**config.mk**
```make
export PLATFORM = sky130hd
export DESIGN_NAME = fp_convert
export DESIGN_NICKNAME = d
export VERILOG_FILES = /design/src/rtl/cordic_pkg.sv /design/src/rtl/fp_align_shift.sv /design/src/rtl/fp_convert.sv
export SDC_FILE = /design/constraint.sdc
export NUM_CORES = 1
export LEC_CHECK = 0
export ABC_AREA = 1
export BUFFER_PORTS_ARGS = -buffer_cell sky130_fd_sc_hd__buf_2
export CAP_MARGIN = 25
export CORE_ASPECT_RATIO = 0.7
export CORE_UTILIZATION = 45
export CTS_CLUSTER_SIZE = 20
export DETAILED_ROUTE_END_ITERATION = 10
export GPL_TIMING_DRIVEN = 0
export PLACE_DENSITY = 0.69
export SYNTH_ARGS = -nofsm -noshare
export SYNTH_HDL_FRONTEND = slang
export SYNTH_SLANG_ARGS = --single-unit
```
**constraint.sdc**
```tcl
create_clock -name clock -period 2.95 [get_ports clock]
set_input_delay 0.1475 -clock clock [delete_from_list [all_inputs] [get_ports clock]]
set_output_delay 0.1475 -clock clock [all_outputs]
set_load 0.01 [all_outputs]
```
**src/rtl/cordic_pkg.sv**
```systemverilog
// rtl/cordic_pkg.sv - shared widths, float field constants and fixed-point types for the CORDIC datapath
package cordic_pkg;
    localparam int INTEGER_WIDTH     = 4;
    localparam int FRACTIONAL_WIDTH  = 20;
    localparam int CORDIC_DATA_WIDTH = INTEGER_WIDTH + FRACTIONAL_WIDTH;
    localparam int FLOAT_DATA_WIDTH  = 32;

    localparam int EXP_WIDTH  = 8;
    localparam int MANT_WIDTH = 23;
    localparam int SIG_WIDTH  = MANT_WIDTH + 1;
    localparam int EXP_BIAS   = 127;
    localparam logic [EXP_WIDTH-1:0] EXP_ALL_ONES = 8'd255;

    // Signed alignment shift: covers e-127-23+FRACTIONAL_WIDTH for every normal exponent
    localparam int SHIFT_WIDTH = 10;

    typedef logic signed [CORDIC_DATA_WIDTH-1:0] fixed_t;

    localparam fixed_t FIXED_MAX = {1'b0, {(CORDIC_DATA_WIDTH-1){1'b1}}};
    localparam fixed_t FIXED_MIN = {1'b1, {(CORDIC_DATA_WIDTH-1){1'b0}}};

    // CLASS_NULL covers zero, subnormal and NaN: all of them convert to 0
    typedef enum logic [1:0] {
        CLASS_NULL   = 2'd0,
        CLASS_NORMAL = 2'd1,
        CLASS_INF    = 2'd2
    } float_class_t;
endpackage

```
**src/rtl/fp_align_shift.sv**
```systemverilog
// rtl/fp_align_shift.sv - combinational significand alignment shifter with truncation and overflow flag
module fp_align_shift #(
    parameter int SIG_W   = 24,
    parameter int OUT_W   = 24,
    parameter int SHIFT_W = 10
) (
    input  logic [SIG_W-1:0]          significand,
    input  logic signed [SHIFT_W-1:0] shift,
    output logic [OUT_W-1:0]          magnitude,
    output logic                      overflow
);
    localparam int WIDE_W = SIG_W + OUT_W;

    logic [WIDE_W-1:0]  wide;
    logic [SHIFT_W-1:0] right_amount;

    assign right_amount = -shift;

    always_comb begin
        wide      = '0;
        magnitude = '0;
        overflow  = 1'b0;
        if (!shift[SHIFT_W-1]) begin
            // Shifts past the output width would drop the leading bits off the wide bus
            if (shift >= SHIFT_W'(OUT_W)) begin
                overflow = |significand;
            end else begin
                wide      = WIDE_W'(significand) << shift;
                magnitude = wide[OUT_W-1:0];
                overflow  = |wide[WIDE_W-1:OUT_W];
            end
        end else begin
            wide      = WIDE_W'(significand) >> right_amount;
            magnitude = wide[OUT_W-1:0];
            overflow  = |wide[WIDE_W-1:OUT_W];
        end
    end
endmodule

```
**src/rtl/fp_convert.sv**
```systemverilog
// rtl/fp_convert.sv - 3-stage IEEE-754 single to signed fixed-point converter; optional FP_CONVERT_OVERFLOW_EN adds overflow output
module fp_convert #(
    parameter int FLOAT_DATA_WIDTH = 32,
    parameter int INTEGER_WIDTH    = 4,
    parameter int FRACTIONAL_WIDTH = 20
) (
    input  logic                                      clock,
    input  logic                                      aclr,
    input  logic                                      clk_en,
    input  logic [FLOAT_DATA_WIDTH-1:0]               dataa,
    output logic [INTEGER_WIDTH+FRACTIONAL_WIDTH-1:0] result
`ifdef FP_CONVERT_OVERFLOW_EN
    ,
    output logic                                      overflow
`endif
);
    import cordic_pkg::*;

    localparam int W = INTEGER_WIDTH + FRACTIONAL_WIDTH;
    localparam logic [SHIFT_WIDTH-1:0] SHIFT_OFFSET = SHIFT_WIDTH'(EXP_BIAS + MANT_WIDTH - FRACTIONAL_WIDTH);
    localparam logic [W-1:0] SAT_MAX   = {1'b0, {(W-1){1'b1}}};
    localparam logic [W-1:0] SAT_MIN   = {1'b1, {(W-1){1'b0}}};
    localparam logic [W-1:0] NEG_LIMIT = {1'b1, {(W-1){1'b0}}};

    logic                  in_sign;
    logic [EXP_WIDTH-1:0]  in_exp;
    logic [MANT_WIDTH-1:0] in_mant;
    float_class_t          in_class;

    logic                   s1_sign;
    float_class_t           s1_class;
    logic [SIG_WIDTH-1:0]   s1_sig;
    logic [SHIFT_WIDTH-1:0] s1_shift;

    logic [W-1:0] align_mag;
    logic         align_ovf;
    logic [W-1:0] s2_mag_next;
    logic         s2_sat_next;

    logic         s2_sign;
    logic         s2_sat;
    logic [W-1:0] s2_mag;

    assign in_sign = dataa[FLOAT_DATA_WIDTH-1];
    assign in_exp  = dataa[FLOAT_DATA_WIDTH-2 -: EXP_WIDTH];
    assign in_mant = dataa[MANT_WIDTH-1:0];

    always_comb begin
        in_class = CLASS_NORMAL;
        if (in_exp == '0) begin
            in_class = CLASS_NULL;
        end else if (in_exp == EXP_ALL_ONES) begin
            in_class = (in_mant == '0) ? CLASS_INF : CLASS_NULL;
        end
    end

    always_ff @(posedge clock) begin
        if (aclr) begin
            s1_sign  <= 1'b0;
            s1_class <= CLASS_NULL;
            s1_sig   <= '0;
            s1_shift <= '0;
        end else if (clk_en) begin
            s1_sign  <= in_sign;
            s1_class <= in_class;
            s1_sig   <= {1'b1, in_mant};
            s1_shift <= SHIFT_WIDTH'(in_exp) - SHIFT_OFFSET;
        end
    end

    fp_align_shift #(
        .SIG_W   (SIG_WIDTH),
        .OUT_W   (W),
        .SHIFT_W (SHIFT_WIDTH)
    ) u_align (
        .significand (s1_sig),
        .shift       (s1_shift),
        .magnitude   (align_mag),
        .overflow    (align_ovf)
    );

    // Negative side may reach exactly 2^(W-1); positive side stops one below
    always_comb begin
        s2_mag_next = '0;
        s2_sat_next = 1'b0;
        case (s1_class)
            CLASS_NORMAL: begin
                s2_mag_next = align_mag;
                s2_sat_next = align_ovf | (s1_sign ? (align_mag > NEG_LIMIT) : align_mag[W-1]);
            end
            CLASS_INF: s2_sat_next = 1'b1;
            default: ;
        endcase
    end

    always_ff @(posedge clock) begin
        if (aclr) begin
            s2_sign <= 1'b0;
            s2_sat  <= 1'b0;
            s2_mag  <= '0;
        end else if (clk_en) begin
            s2_sign <= s1_sign;
            s2_sat  <= s2_sat_next;
            s2_mag  <= s2_mag_next;
        end
    end

    always_ff @(posedge clock) begin
        if (aclr) begin
            result <= '0;
        end else if (clk_en) begin
            if (s2_sat) begin
                result <= s2_sign ? SAT_MIN : SAT_MAX;
            end else begin
                result <= s2_sign ? -s2_mag : s2_mag;
            end
        end
    end

`ifdef FP_CONVERT_OVERFLOW_EN
    always_ff @(posedge clock) begin
        if (aclr) begin
            overflow <= 1'b0;
        end else if (clk_en) begin
            overflow <= s2_sat;
        end
    end
`endif
endmodule

```
# [Word-level counts from Yosys, hierarchy flattened]
# Cells that the tools add are included.
[word_totals] regBits=87 latchBits=0 in_bits=35 romBits=0 elab_cells=37 ram_bits=0 out_inout_bits=24 mem_count=0
[classes] shifts=2 mux=13 div_mod_pow=0 n_mul=0 reduce_logical=5 n_bitwise=1 order_cmp=2 addsub=3 n_eq_ne=3
[op_table] operator="$mux 24" count=6
[op_table] operator="$reduce_or 24->1" count=3
[op_table] operator="$shl 24x10->48" count=1
[op_table] operator="$shr 24x10->48" count=1
[op_table] operator="$gt 24x24->1 const B" count=1
[op_table] operator="$neg 24->24" count=1
[op_table] operator="$logic_not 23->1" count=1
[op_table] operator="$ge 10x6->1 const B" count=1
[op_table] operator="$neg 10->10" count=1
[op_table] operator="$sub 8x8->9 const B" count=1
[op_table] operator="$eq 8x8->1 const B" count=1
[op_table] operator="$logic_not 8->1" count=1
[op_table] operator="$mux 2" count=3
[op_table] operator="$mux 1" count=3
[op_table] operator="$eq 2x1->1 const B" count=1
[op_table] operator="$eq 2x2->1 const B" count=1
[op_table] operator="$pmux 1 s2" count=1
[op_table] operator="$or 1x1->1" count=1

# [Logic depth before layout (Yosys ltp)]
[logic_depth] depth_word=7 mapped_depth=30 depth_no_buf=26

# [Cells and area by module]
# Synthesis repeated with hierarchy kept, for this count alone.
[hier_totals] hier_cells=1326 hier_area_um2=7718.7
[modules_own_cells] module="fp_convert" instances=1 seq_area_each_um2=1721.7 cells_each=583 area_per_inst_um2=4111.4
[modules_own_cells] module="fp_align_shift" instances=1 seq_area_each_um2=0.0 cells_each=743 area_per_inst_um2=3607.2

# [Worst setup path after synthesis]
# No wires, ideal clock.
[synth_path] kind="reg-to-reg" from="register s1_shift[0]" to="register s2_sat" t_required_ns=2.818 path_buffers=5 arrival_time_ns=2.851 synth_period_minus_slack_ns=2.984 slack_ns=-0.034 path_stages_with_launch=27 setup_time_ns=0.132 cell_sequence="dfxtp_1 -> buf_2 -> inv_4 -> buf_2 -> buf_2 -> ha_1 -> nand2_1 -> o21ai_1 -> nand2_2 -> buf_4 -> buf_6 -> nand4_1 -> nand3_1 -> nand2_1 -> nand2_1 -> a21oi_1 -> nand2_1 -> a21oi_2 -> nand4_1 -> nor2_1 -> nand2_1 -> nand2_1 -> nand2_1 -> nand2_1 -> nand2_1 -> nand2_1 -> a21oi_1"
[synth_between] elab_chain_len=7 elab_cells_between_ends=14 cone_classes="add/sub: 1; order compare: 2; shift: 2; mux: 6; bitwise: 1; reduce/logical: 2"
[synth_lines] item="start, declared" line="fp_convert.sv:33" text="logic [SHIFT_WIDTH-1:0] s1_shift;"
[synth_lines] item="start signal, assigned" line="fp_convert.sv:67" text="s1_shift <= SHIFT_WIDTH'(in_exp) - SHIFT_OFFSET;"
[synth_lines] item="$neg 10->10, or another cell as far along" line="fp_align_shift.sv:17" text="assign right_amount = -shift;"
[synth_lines] item="$shr 24x10->48 or $mux 24 (tied branches)" line="fp_align_shift.sv:33, fp_align_shift.sv:25"
[synth_lines] item="$mux 24" line="fp_align_shift.sv:23" text="if (!shift[SHIFT_W-1]) begin"
[synth_lines] item="$gt 24x24->1" line="fp_convert.sv:89" text="s2_sat_next = align_ovf | (s1_sign ? (align_mag > NEG_LIMIT) : align_mag[W-1]);"
[synth_lines] item="$mux 1" line="fp_convert.sv:89"
[synth_lines] item="$or 1x1->1 (*)" line="fp_convert.sv:89"
[synth_lines] item="$pmux 1 s2 (*)" line="fp_convert.sv:86" text="case (s1_class)"
[synth_lines] item="end signal, assigned" line="fp_convert.sv:103" text="s2_sat <= s2_sat_next;"
[synth_lines] item="end, declared" line="fp_convert.sv:41" text="logic s2_sat;"
# Every way passes the cells marked *; elsewhere a longest branch is shown, timed or not.
# A chain may end at the register's enable or synchronous reset.

# [Worst setup path after layout]
# Ends and elaborated chain as after synthesis.

==> impl_metrics.tcl <==
set metrics [dict create \
    cts_sinks 86 \
    leakage_nw 3.919 \
    ant_nets 0 \
    cts_tree "built" \
    critPathMaxFanout 6 \
    powerDensity_mw_per_mm2 471.2 \
    grt_pass1_wl_um 44270 \
    drc 0 \
    fin_nets 1383 \
    hold_path_class "in2reg" \
    pwr-share-clk_pct 30.1 \
    synth-warning-count 0 \
    worst_slew_pin_slew_ns 0.7238 \
    cp_common_cell "nand2_1" \
    synth-seq-cells 86 \
    synthSimpleGateAreaFrac_pct 44.00 \
    rsz0062_at_grt "yes" \
    critPathKind "reg2reg" \
    numCtsBuffers 9 \
    switching_share_pct 41.03 \
    synth_xor_area_share_pct 1.298 \
    start_kind "flop" \
    p_int_mw 2.370 \
    grt_usage_pct 34.79 \
    wl_per_cell_um 18.56 \
    ys_seq_area_share_pct 23.49 \
    synth-compound-area-share_pct 19.33 \
    seqPwrFrac_pct 32.6 \
    drt_iter0_markers 1276 \
    final.min_clock_period_ns 3.146 \
    netlist_instances 1262 \
    hpwl_um 22790 \
    grt_antenna_before_repair 0 \
    clkTransAtPathRegs_ns 0.07 \
    clock_latency_ns 0.36 \
    cp_slowest_cell "dfxtp_4" \
    cpLargestDelayFamily "simple AND/OR/NAND/NOR gates" \
    die-area_mm2 0.01681 \
    cp.required_ns 3.23 \
    core_mm2 0.01569 \
    synth_top_family_by_area "simple AND/OR/NAND/NOR gates" \
    dpl_cell_area_mm2 0.007874 \
    cpPeakStageDelay_ns 0.36 \
    root_buffer "clkbuf_16" \
    wirelength_um 28710 \
    crit_start "s1_shift[0]$_SDFFE_PP0P_" \
    port_buffers 58 \
    gp_congestion 1.010 \
    critical_path_buf_inv_count 4 \
    syn_area_mm2 0.007328 \
    initial_core_util_pct 46.71 \
    area.growth.synth_to_final_pct 16.37 \
    clockBufferDepth 2 \
    drive_above_1_share_pct 14.33 \
    synth_cell_type_count 51 \
    die_w_um 154.5 \
    violations "negative setup slack" \
    dr.pass1.iters 7 \
    fin_skew_ns 0.01269 \
    synth.avg_cell_area_um2 5.807 \
    synthAdderAreaFrac_pct 0.8537 \
    ir_drop_v 0.0002329 \
    fmax_mhz 317.8 \
    setup_ws_ns -0.1965 \
    cp.arrival_ns 3.43 \
    diodes 0 \
    die_h_um 108.8 \
    end_kind "flop" \
    power.switching_mw 1.649 \
    pre_cts_slack_ns -0.7702 \
    r2r-start "s1_shift[0]$_SDFFE_PP0P_" \
    power_frac_comb_pct 37.3 \
    io_pins 59 \
    min_period_over_period_pct 106.7 \
    grt_overflow 0 \
    grt_max_degree 16 \
    drv_slew 0 \
    num_vias 9115 \
    finalHoldViolCount 0 \
    synth.area.mux_share_pct 0.1366 \
    row_count 38 \
    power.total_mw 4.018 \
    grt_pass1_vias 7859 \
    slew_headroom_pct 51.75 \
    status "finished with violations" \
    viasPerCell 5.892 \
    final_area_mm2 0.008528 \
    syn-num-nets 1302 \
    max-cap-violations 0 \
    htree_num_levels 3 \
    hp-start "dataa[30]" \
    setup_viol_count_final 1 \
]
cells in the final DEF (no fill, tap or decap), types with 6 or more instances in the layout:
cell,instances
a21oi_1,95
buf_1,6
buf_2,68
buf_4,15
buf_6,8
clkbuf_1,50
clkbuf_16,11
dfxtp_1,83
inv_1,95
inv_2,6
nand2_1,340
nand2_2,7
nand3_1,151
nand3_2,13
nand4_1,48
nor2_1,88
nor2_4,6
nor3_1,8
nor4_1,6
o211ai_1,16
o21ai_0,108
o21ai_1,16
or2_2,14
what timing repair did:
item | 4_1_cts | 5_1_grt
hold buffers | 1 | 0
pin swaps | 7 | 12
gates resized for setup | 34 | 34
endpoints found under the setup margin | 27 | 6
gates cloned | 2 | 1
buffers inserted | 6 | 4
endpoints found under the hold margin | 1 | 0
Yosys cell counts, drive strengths merged:
cell | instances | area (um^2)
nor4 | 6 | 37.54
nor2 | 100 | 441.7
a211oi | 2 | 15.01
o21bai | 1 | 7.510
nand4 | 54 | 384.1
o21a | 1 | 7.510
a2bb2oi | 1 | 8.760
nand2 | 349 | 1318
or2 | 14 | 87.58
nand3b | 4 | 30.03
clkinv | 4 | 15.01
mux2i | 1 | 10.01
nor3b | 2 | 15.01
a21oi | 99 | 499.2
and3 | 2 | 12.51
dfxtp | 86 | 1722
xnor2 | 6 | 60.06
o41ai | 1 | 8.760
o21ai | 127 | 639.4
and2 | 1 | 6.260
ha | 5 | 62.56
o221ai | 5 | 43.79
inv | 102 | 385.4
a32oi | 1 | 8.760
or3 | 1 | 6.260
o211ai | 16 | 120.1
nand3 | 165 | 840.8
nor3 | 9 | 45.04
buf | 32 | 198.9
xor2 | 4 | 35.03
a41oi | 1 | 8.760
clkbuf | 53 | 198.9
o31ai | 4 | 30.03
a31oi | 3 | 18.77
worst reg2reg max path, stage by stage, from the launching register on:
cell and delay, ns:
dfxtp_4 0.36, inv_6 0.06, buf_8 0.10, buf_8 0.10, ha_4 0.20, nand2_4 0.08
o21ai_2 0.12, nand2_2 0.07, nor2_4 0.30, buf_6 0.20, nand4_1 0.16, nand3_2 0.16
nand3_2 0.12, nor2_2 0.17, nand2_1 0.07, nand2_1 0.06, nand2_1 0.07, nand2_1 0.09
nor2_1 0.05, nand2_1 0.06, nor2_1 0.04, nand2_1 0.04, nand2_1 0.07, nand2_1 0.06
nand2_1 0.04, nand2_1 0.05, nand2_1 0.06, a21oi_2 0.11
layout make-up:
| type | count | area, um^2 |
|---|---|---|
| Fill cell | 1642 | 7162 |
| Clock buffer | 9 | 225.2 |
| Sequential cell | 86 | 1730 |
| Clock inverter | 6 | 71.32 |
| Multi-Input combinational cell | 985 | 4971 |
| Inverter | 106 | 411.6 |
| Buffer | 83 | 452.9 |
| Timing Repair Buffer | 72 | 415.4 |
| Tap cell | 200 | 250.2 |
logic make-up after synthesis:
logic type,Yosys count
AOI/OAI and AO/OA,262
xor gates and xnor gates,10
adders and majority gates,5
buffers and inverters,191
DFF,86
muxes,1
and+or+nand+nor,707
metal layers:
layer	vias up	GRT usage [%]	wire length, um
met3	32	9.698	3659
met1	4186	54.43	14050
li1	4408	-	-
met2	489	44.57	10440
met5	-	0	0
met4	0	8.911	562
registers in the layout, summed over array words and instances, names as in the netlist:
register / cells
result: 24
s1_class: 2
s1_sig: 24
s2_sat: 1
s1_sign: 1
s2_sign: 1
s1_shift: 9
s2_mag: 24
per-stage QoR:
step | hold WS (ns) | std cells | utilization, % | TNS (ns)
floorplan | 0.2417 | 1262 | - | 0
global placement | 0.3619 | 1520 | 50.18 | -6.454
detailed placement | 0.3679 | 1520 | 50.18 | -6.451
CTS | 0.03779 | 1542 | 53.25 | -0.09787
global route | 0.04762 | 1547 | 54.35 | -0.3965
finish | 0.04051 | 1547 | 54.35 | -0.1965
path summary, 6_finish.rpt:
kind,end,slack (ns),cells after the start
max,s2_sat$_SDFFE_PP0P_,-0.20,27
min,s1_shift[8]$_SDFFE_PP0P_,0.04,2
max reg2reg,s2_sat$_SDFFE_PP0P_,-0.20,27
min reg2reg,s2_mag[23]$_SDFFE_PP0P_,0.47,2
power by group through the flow:
stage	combinational, mW	clock (mW)	sequential, mW
finish	1.50	1.21	1.31
global route	1.64	1.27	1.31
CTS	1.40	1.21	1.30
detailed placement	1.35	0	1.33
global placement	1.35	0	1.33
floorplan	0.954	0	1.30
(Power assumes the default switching activity.)
